[src/rtl/sha_2_pkg.sv]
// Round constants, initial hash values, Sigma/sigma helpers and FSM encoding
// shared by the iterative SHA-2 core and its round datapath.
package sha_2_pkg;

    typedef enum logic [1:0] {StIdle, StRound, StFinal} state_e;

    localparam logic [31:0] K256 [64] = '{
        32'h428a2f98, 32'h71374491, 32'hb5c0fbcf, 32'he9b5dba5, 32'h3956c25b, 32'h59f111f1,
        32'h923f82a4, 32'hab1c5ed5, 32'hd807aa98, 32'h12835b01, 32'h243185be, 32'h550c7dc3,
        32'h72be5d74, 32'h80deb1fe, 32'h9bdc06a7, 32'hc19bf174, 32'he49b69c1, 32'hefbe4786,
        32'h0fc19dc6, 32'h240ca1cc, 32'h2de92c6f, 32'h4a7484aa, 32'h5cb0a9dc, 32'h76f988da,
        32'h983e5152, 32'ha831c66d, 32'hb00327c8, 32'hbf597fc7, 32'hc6e00bf3, 32'hd5a79147,
        32'h06ca6351, 32'h14292967, 32'h27b70a85, 32'h2e1b2138, 32'h4d2c6dfc, 32'h53380d13,
        32'h650a7354, 32'h766a0abb, 32'h81c2c92e, 32'h92722c85, 32'ha2bfe8a1, 32'ha81a664b,
        32'hc24b8b70, 32'hc76c51a3, 32'hd192e819, 32'hd6990624, 32'hf40e3585, 32'h106aa070,
        32'h19a4c116, 32'h1e376c08, 32'h2748774c, 32'h34b0bcb5, 32'h391c0cb3, 32'h4ed8aa4a,
        32'h5b9cca4f, 32'h682e6ff3, 32'h748f82ee, 32'h78a5636f, 32'h84c87814, 32'h8cc70208,
        32'h90befffa, 32'ha4506ceb, 32'hbef9a3f7, 32'hc67178f2
    };

    localparam logic [63:0] K512 [80] = '{
        64'h428a2f98d728ae22, 64'h7137449123ef65cd, 64'hb5c0fbcfec4d3b2f, 64'he9b5dba58189dbbc,
        64'h3956c25bf348b538, 64'h59f111f1b605d019, 64'h923f82a4af194f9b, 64'hab1c5ed5da6d8118,
        64'hd807aa98a3030242, 64'h12835b0145706fbe, 64'h243185be4ee4b28c, 64'h550c7dc3d5ffb4e2,
        64'h72be5d74f27b896f, 64'h80deb1fe3b1696b1, 64'h9bdc06a725c71235, 64'hc19bf174cf692694,
        64'he49b69c19ef14ad2, 64'hefbe4786384f25e3, 64'h0fc19dc68b8cd5b5, 64'h240ca1cc77ac9c65,
        64'h2de92c6f592b0275, 64'h4a7484aa6ea6e483, 64'h5cb0a9dcbd41fbd4, 64'h76f988da831153b5,
        64'h983e5152ee66dfab, 64'ha831c66d2db43210, 64'hb00327c898fb213f, 64'hbf597fc7beef0ee4,
        64'hc6e00bf33da88fc2, 64'hd5a79147930aa725, 64'h06ca6351e003826f, 64'h142929670a0e6e70,
        64'h27b70a8546d22ffc, 64'h2e1b21385c26c926, 64'h4d2c6dfc5ac42aed, 64'h53380d139d95b3df,
        64'h650a73548baf63de, 64'h766a0abb3c77b2a8, 64'h81c2c92e47edaee6, 64'h92722c851482353b,
        64'ha2bfe8a14cf10364, 64'ha81a664bbc423001, 64'hc24b8b70d0f89791, 64'hc76c51a30654be30,
        64'hd192e819d6ef5218, 64'hd69906245565a910, 64'hf40e35855771202a, 64'h106aa07032bbd1b8,
        64'h19a4c116b8d2d0c8, 64'h1e376c085141ab53, 64'h2748774cdf8eeb99, 64'h34b0bcb5e19b48a8,
        64'h391c0cb3c5c95a63, 64'h4ed8aa4ae3418acb, 64'h5b9cca4f7763e373, 64'h682e6ff3d6b2b8a3,
        64'h748f82ee5defb2fc, 64'h78a5636f43172f60, 64'h84c87814a1f0ab72, 64'h8cc702081a6439ec,
        64'h90befffa23631e28, 64'ha4506cebde82bde9, 64'hbef9a3f7b2c67915, 64'hc67178f2e372532b,
        64'hca273eceea26619c, 64'hd186b8c721c0c207, 64'heada7dd6cde0eb1e, 64'hf57d4f7fee6ed178,
        64'h06f067aa72176fba, 64'h0a637dc5a2c898a6, 64'h113f9804bef90dae, 64'h1b710b35131c471b,
        64'h28db77f523047d84, 64'h32caab7b40c72493, 64'h3c9ebe0a15c9bebc, 64'h431d67c49c100d4c,
        64'h4cc5d4becb3e42b6, 64'h597f299cfc657e2a, 64'h5fcb6fab3ad6faec, 64'h6c44198c4a475817
    };

    // Initial hash values packed {H0..H7}, H0 in the MSBs to match the Hash port.
    localparam logic [255:0] IV224 = {
        32'hc1059ed8, 32'h367cd507, 32'h3070dd17, 32'hf70e5939,
        32'hffc00b31, 32'h68581511, 32'h64f98fa7, 32'hbefa4fa4
    };
    localparam logic [255:0] IV256 = {
        32'h6a09e667, 32'hbb67ae85, 32'h3c6ef372, 32'ha54ff53a,
        32'h510e527f, 32'h9b05688c, 32'h1f83d9ab, 32'h5be0cd19
    };
    localparam logic [511:0] IV384 = {
        64'hcbbb9d5dc1059ed8, 64'h629a292a367cd507, 64'h9159015a3070dd17, 64'h152fecd8f70e5939,
        64'h67332667ffc00b31, 64'h8eb44a8768581511, 64'hdb0c2e0d64f98fa7, 64'h47b5481dbefa4fa4
    };
    localparam logic [511:0] IV512 = {
        64'h6a09e667f3bcc908, 64'hbb67ae8584caa73b, 64'h3c6ef372fe94f82b, 64'ha54ff53a5f1d36f1,
        64'h510e527fade682d1, 64'h9b05688c2b3e6c1f, 64'h1f83d9abfb41bd6b, 64'h5be0cd19137e2179
    };

    function automatic logic [31:0] rotr32(input logic [31:0] x, input int unsigned n);
        return (x >> n) | (x << (32 - n));
    endfunction

    function automatic logic [63:0] rotr64(input logic [63:0] x, input int unsigned n);
        return (x >> n) | (x << (64 - n));
    endfunction

    function automatic logic [31:0] big_sigma0_32(input logic [31:0] x);
        return rotr32(x, 2) ^ rotr32(x, 13) ^ rotr32(x, 22);
    endfunction

    function automatic logic [31:0] big_sigma1_32(input logic [31:0] x);
        return rotr32(x, 6) ^ rotr32(x, 11) ^ rotr32(x, 25);
    endfunction

    function automatic logic [31:0] small_sigma0_32(input logic [31:0] x);
        return rotr32(x, 7) ^ rotr32(x, 18) ^ (x >> 3);
    endfunction

    function automatic logic [31:0] small_sigma1_32(input logic [31:0] x);
        return rotr32(x, 17) ^ rotr32(x, 19) ^ (x >> 10);
    endfunction

    function automatic logic [63:0] big_sigma0_64(input logic [63:0] x);
        return rotr64(x, 28) ^ rotr64(x, 34) ^ rotr64(x, 39);
    endfunction

    function automatic logic [63:0] big_sigma1_64(input logic [63:0] x);
        return rotr64(x, 14) ^ rotr64(x, 18) ^ rotr64(x, 41);
    endfunction

    function automatic logic [63:0] small_sigma0_64(input logic [63:0] x);
        return rotr64(x, 1) ^ rotr64(x, 8) ^ (x >> 7);
    endfunction

    function automatic logic [63:0] small_sigma1_64(input logic [63:0] x);
        return rotr64(x, 19) ^ rotr64(x, 61) ^ (x >> 6);
    endfunction

endpackage

[src/rtl/sha_2_round.sv]
// Combinational single SHA-2 compression round: {a..h}, W[t], K[t] in, next {a..h} out.
module sha_2_round
    import sha_2_pkg::*;
#(
    parameter int unsigned WIDTH = 32
) (
    input  logic [8*WIDTH-1:0] i_state,
    input  logic [WIDTH-1:0]   i_w,
    input  logic [WIDTH-1:0]   i_k,
    output logic [8*WIDTH-1:0] o_state
);

    logic [WIDTH-1:0] w_a, w_b, w_c, w_d, w_e, w_f, w_g, w_h;
    logic [WIDTH-1:0] w_bs0, w_bs1, w_ch, w_maj, w_t1, w_t2;

    assign {w_a, w_b, w_c, w_d, w_e, w_f, w_g, w_h} = i_state;

    if (WIDTH == 32) begin : g_w32
        assign w_bs0 = big_sigma0_32(w_a);
        assign w_bs1 = big_sigma1_32(w_e);
    end else begin : g_w64
        assign w_bs0 = big_sigma0_64(w_a);
        assign w_bs1 = big_sigma1_64(w_e);
    end

    assign w_ch  = (w_e & w_f) ^ (~w_e & w_g);
    assign w_maj = (w_a & w_b) ^ (w_a & w_c) ^ (w_b & w_c);
    assign w_t1  = w_h + w_bs1 + w_ch + i_k + i_w;
    assign w_t2  = w_bs0 + w_maj;

    assign o_state = {w_t1 + w_t2, w_a, w_b, w_c, w_d + w_t1, w_e, w_f, w_g};

endmodule

[src/rtl/sha_2.sv]
// Iterative SHA-2 compression core: one round per clock, chains blocks of a message.
// WIDTH=32 implements SHA-224/256, WIDTH=64 implements SHA-384/512.
module sha_2
    import sha_2_pkg::*;
#(
    parameter int unsigned WIDTH = 32
) (
    input  logic                  clk,
    input  logic                  rst,
    input  logic [16*WIDTH-1:0]   Data,
    input  logic                  First,
    input  logic                  Mode,
    input  logic                  In_valid,
    output logic                  In_ready,
    output logic [8*WIDTH-1:0]    Hash,
    output logic                  Out_valid
);

    localparam int unsigned ROUNDS = (WIDTH == 32) ? 64 : 80;
    localparam logic [6:0]  LAST_T = 7'(ROUNDS - 1);

    if (WIDTH != 32 && WIDTH != 64) begin : g_bad_width
        $error("sha_2: WIDTH must be 32 or 64");
    end

    state_e             r_state;
    logic [6:0]         r_t;
    logic [WIDTH-1:0]   r_buf [16];
    logic [8*WIDTH-1:0] r_work;
    logic [8*WIDTH-1:0] r_chain;
    logic [8*WIDTH-1:0] r_hash;
    logic               r_in_ready;
    logic               r_out_valid;

    logic               w_accept;
    logic [3:0]         w_i2, w_i7, w_i15, w_i16;
    logic [WIDTH-1:0]   w_k, w_sched, w_w;
    logic [8*WIDTH-1:0] w_iv, w_h_init, w_next, w_sum;

    assign w_accept = In_valid && r_in_ready;

    // Schedule lives in a 16-entry ring: slot t[3:0] holds W[t-16] until overwritten by W[t].
    assign w_i16 = r_t[3:0];
    assign w_i15 = r_t[3:0] + 4'd1;
    assign w_i7  = r_t[3:0] - 4'd7;
    assign w_i2  = r_t[3:0] - 4'd2;

    if (WIDTH == 32) begin : g_w32
        assign w_k     = K256[r_t[5:0]];
        assign w_sched = small_sigma1_32(r_buf[w_i2]) + r_buf[w_i7]
                       + small_sigma0_32(r_buf[w_i15]) + r_buf[w_i16];
        assign w_iv    = Mode ? IV224 : IV256;
    end else begin : g_w64
        assign w_k     = K512[r_t];
        assign w_sched = small_sigma1_64(r_buf[w_i2]) + r_buf[w_i7]
                       + small_sigma0_64(r_buf[w_i15]) + r_buf[w_i16];
        assign w_iv    = Mode ? IV384 : IV512;
    end

    assign w_w      = (r_t[6:4] == 3'd0) ? r_buf[w_i16] : w_sched;
    assign w_h_init = First ? w_iv : r_hash;

    sha_2_round #(
        .WIDTH (WIDTH)
    ) u_round (
        .i_state (r_work),
        .i_w     (w_w),
        .i_k     (w_k),
        .o_state (w_next)
    );

    for (genvar i = 0; i < 8; i++) begin : g_sum
        assign w_sum[i*WIDTH +: WIDTH] = r_work[i*WIDTH +: WIDTH] + r_chain[i*WIDTH +: WIDTH];
    end

    always_ff @(posedge clk) begin
        if (rst) begin
            r_state     <= StIdle;
            r_t         <= '0;
            r_work      <= '0;
            r_chain     <= '0;
            r_hash      <= '0;
            r_in_ready  <= 1'b1;
            r_out_valid <= 1'b0;
        end else begin
            r_out_valid <= 1'b0;
            case (r_state)
                StIdle: begin
                    if (w_accept) begin
                        r_chain    <= w_h_init;
                        r_work     <= w_h_init;
                        r_t        <= '0;
                        r_in_ready <= 1'b0;
                        r_state    <= StRound;
                    end
                end
                StRound: begin
                    r_work <= w_next;
                    r_t    <= r_t + 7'd1;
                    if (r_t == LAST_T) begin
                        r_state <= StFinal;
                    end
                end
                StFinal: begin
                    r_hash      <= w_sum;
                    r_out_valid <= 1'b1;
                    r_in_ready  <= 1'b1;
                    r_state     <= StIdle;
                end
                default: r_state <= StIdle;
            endcase
        end
    end

    // Schedule buffer contents are don't-care across reset.
    always_ff @(posedge clk) begin
        if (w_accept) begin
            for (int i = 0; i < 16; i++) begin
                r_buf[i] <= Data[i*WIDTH +: WIDTH];
            end
        end else if (r_state == StRound && r_t[6:4] != 3'd0) begin
            r_buf[w_i16] <= w_sched;
        end
    end

    assign In_ready  = r_in_ready;
    assign Out_valid = r_out_valid;
    assign Hash      = r_hash;

endmodule

[config.mk]
export PLATFORM = sky130hd
export DESIGN_NAME = sha_2
export DESIGN_NICKNAME = d
export VERILOG_FILES = /design/src/rtl/sha_2_pkg.sv /design/src/rtl/sha_2_round.sv /design/src/rtl/sha_2.sv
export SDC_FILE = /design/constraint.sdc
export NUM_CORES = 2
export LEC_CHECK = 0
export CORE_MARGIN = 4
export CORE_UTILIZATION = 25
export CTS_BUF_LIST = sky130_fd_sc_hd__clkbuf_4
export DETAILED_ROUTE_END_ITERATION = 16
export SETUP_SLACK_MARGIN = 0.3
export SYNTH_ARGS = -nofsm -noshare
export SYNTH_HDL_FRONTEND = slang
export SYNTH_HIERARCHICAL = 1
export SYNTH_SLANG_ARGS = --single-unit
export TNS_END_PERCENT = 20
[constraint.sdc]
create_clock -name clk -period 17.92 [get_ports clk]
set_input_delay 3.584 -clock clk [delete_from_list [all_inputs] [get_ports clk]]
set_output_delay 3.584 -clock clk [all_outputs]
set_load 0.03 [all_outputs]
==> metrics.txt <==
register area=between 30,000 and 40,000 um^2; total core area=about 360,000 um^2; outcome=complete, no violations; Main synth FF type=dfxtp_1; Synth Instances=9,754; Hold Buf Count CTS=0; worst skew pair latency=approximately 1.4 ns; hold path depth=2; die area=around 370,000 um^2; most frequent cells in the layout=nand2_1, nor2_1, o21ai_0; post-synthesis sequential area ratio=about a third; largest cells by area after synthesis=dfxtp_1, edfxtp_1, mux4_2; async set-reset flop share out of synthesis=0%; DRT iter0 DRCs=roughly 11,000; Req. time, crit path=19.15 ns; P&R area growth vs syn=17.7%; Crit Path Class=reg -> reg; Mapped Avg Cell Area=between 9 and 10 um^2; H-tree Lvls=5; layout cells sized above 1=about 14%; die width=611 um; routed wl met3=47.9 mm; vias in the first global route=between 70,000 and 80,000; Reg2Reg Depth=47; Ports=around 780; I/O Buffers=around 770; fin crit share=roughly four fifths; fin crit period=between 10 and 15 ns; RSZ-0062 raised after global routing=no; multi-input logic area=approximately 55,000 um^2; final setup fails=0; Final Skew=around 0.22 ns; CTS Sinks=1,295; row count=around 220; crit path capture=r_work[245]; largest family of logic cells by synthesized area=compound AO/OA/AOI/OAI gates; top layer in use=met5; initial antenna violation count=19; area fraction of the dominant cell type after synthesis=between 10% and 20%; Avg WL per Cell=between 20 and 30 um; WL met2=between 150 and 200 mm; syn_nets=10,900; synthesis warning total=6; R2R Path Start=r_t[0]; Post-route DRC=0; Worst Setup End Kind=register; Worst-path clk slew=~0.070 ns; Max-slew headroom=under 10%; flop-to-flop setup slack=3.50 ns; DRT Wirelength=~430 mm; Root Driver=clkbuf_4; Fin Setup TNS=0 ns; worst hold slack=between 0.4 and 0.5 ns; synth unique cells=about 100; Final GP Congestion=0.995; Worst Path Arrival=15.64 ns; critical path launch point type=register; max-slew violation count=0; Die Y=611 um; CP startpoint=r_t[0]; M1 WL=around 160 mm; Crit path top cell by count=fa_1; Crit Path Max Fanout=104; adder-cell share of the synthesized area=9.90%; grt total ovfl=0; HP Class=reg -> reg; Critical R2R Capture=r_work[245]; antenna-violating nets left=0; TritonRoute pass-1 iters=8; xor-xnor portion of the synthesized cell area=around 5.5%; Least-Margin Pin Slew=approximately 1.3 ns; Hold Fails Final Rpt=0; GRT Util Overall=a little over a fifth; Post-CTS Setup Bufs=0; Inserted Clock Buffers=between 300 and 400; Fmax=between 60 and 70 MHz; number of synthesized flops with an enable pin=between 500 and 600; commonest non-fill, non-tap cell in the layout=nand2_1; synthesis-stage register bit count=between 1,000 and 1,500; mux contribution to synthesized area=14.2%; crit path max-delay cell type=xor2_1; post-DP HPWL=~320 mm; leading area contributor after synthesis=dfxtp_1; vias per inst=about 5.5; routed via count=about 84,000; CTS tree=done; initial core utilization=about a quarter; simple-gate portion of the synthesized area=roughly 14%; Post-layout nets=11,300; first-pass GRT wire length=a little under 600 mm; fillers=roughly 38,000; CTS resizes=0; Mapped Area=90,900 um^2; Bufs on Longest Clock Path=4; total of max-cap violations=0; Synth Area in Compound Gates=around 16%; largest net degree at the start of global routing=~160; CP max stage delay=just over 1 ns
worst min-delay path by stage:
stage,start,to,slack (ns)
after floorplan,r_chain[103],r_chain[103],0.44
after global placement,Hash[95],Hash[95],0.45
after detailed placement,r_chain[90],r_chain[90],0.45
after CTS,Hash[190],r_chain[190],0.46
after global routing,Hash[190],r_chain[190],0.47
final,r_chain[252],r_chain[252],0.46
cells by family (layout without fill, tap and decap cells):
group / after synthesis / in the layout
simple gates: 3003 / 3003
compound gates: 2411 / 2411
flops: 1295 / 1295
buf+inv: 1243 / 1969
mux: 629 / 629
fa+ha+maj: 606 / 606
xor+xnor: 567 / 567
other cells: 0 / 13
Yosys cell counts, types with 45 or more instances:
cell,count
a21oi_1,767
xor2_1,155
a21o_1,187
inv_1,403
nand2b_1,47
a2111oi_0,75
nor2_1,934
xnor2_1,410
a211oi_1,66
ha_1,390
buf_4,198
o21a_1,104
nor4_1,99
mux2_2,78
fa_1,195
edfxtp_1,512
o21bai_1,88
nand2_1,1218
a31oi_1,49
buf_1,53
or3_1,45
mux4_2,518
clkbuf_1,541
dfxtp_1,783
nand3_1,157
o21ai_0,790
nor3_1,290
nor3b_1,50
registers in the layout, indices dropped and copies added, names as in the netlist, named ones only:
signal,flops
r_t,7
In_ready,1
r_state,2
r_work,256
Hash,256
Out_valid,1
r_chain,256
r_buf,512
per-stage QoR:
step / area [um^2] / setup slack (ns) / utilization [%] / instances
after CTS: 107000 / 3.58 / 29.5 / 15300
after floorplan: 90900 / 4.41 / - / 9754
after detailed placement: 102000 / 3.61 / 28.3 / 14600
final: 107000 / 3.50 / 29.5 / 15300
after global routing: 107000 / 2.75 / 29.5 / 15300
after global placement: 102000 / 3.57 / 28.3 / 14600
cell type report:
class / count / area share [%]
repair buffers: 932 / 8.47
inverters: 406 / 1.43
clock inverters: 117 / 0.665
well taps: 4794 / 5.61
diodes: 13 / 0.0304
flip-flops and latches: 1295 / 29.1
clock buffers: 514 / 3.61
multi-input cells: 7216 / 51.1
metal layers:
layer | GRT usage [%] | up-vias
met5 | 0 | -
met4 | 13.8 | 8
met3 | 5.71 | 1210
met2 | 33.0 | 5771
met1 | 27.5 | 41000
li1 | - | 36100
worst max-delay path: cells and delay by family (launching register included):
kind	cells	cell delay (ns)
xor gates and xnor gates	4	2.31
muxes	2	1.16
AOI/OAI and AO/OA	16	2.93
buffers and inverters	8	1.91
adders and majority gates	10	4.05
DFF	1	0.61
and+or+nand+nor	7	1.24
Power is not shown: default switching activity piles up to over one toggle a cycle in this logic, so the estimate is an artifact.
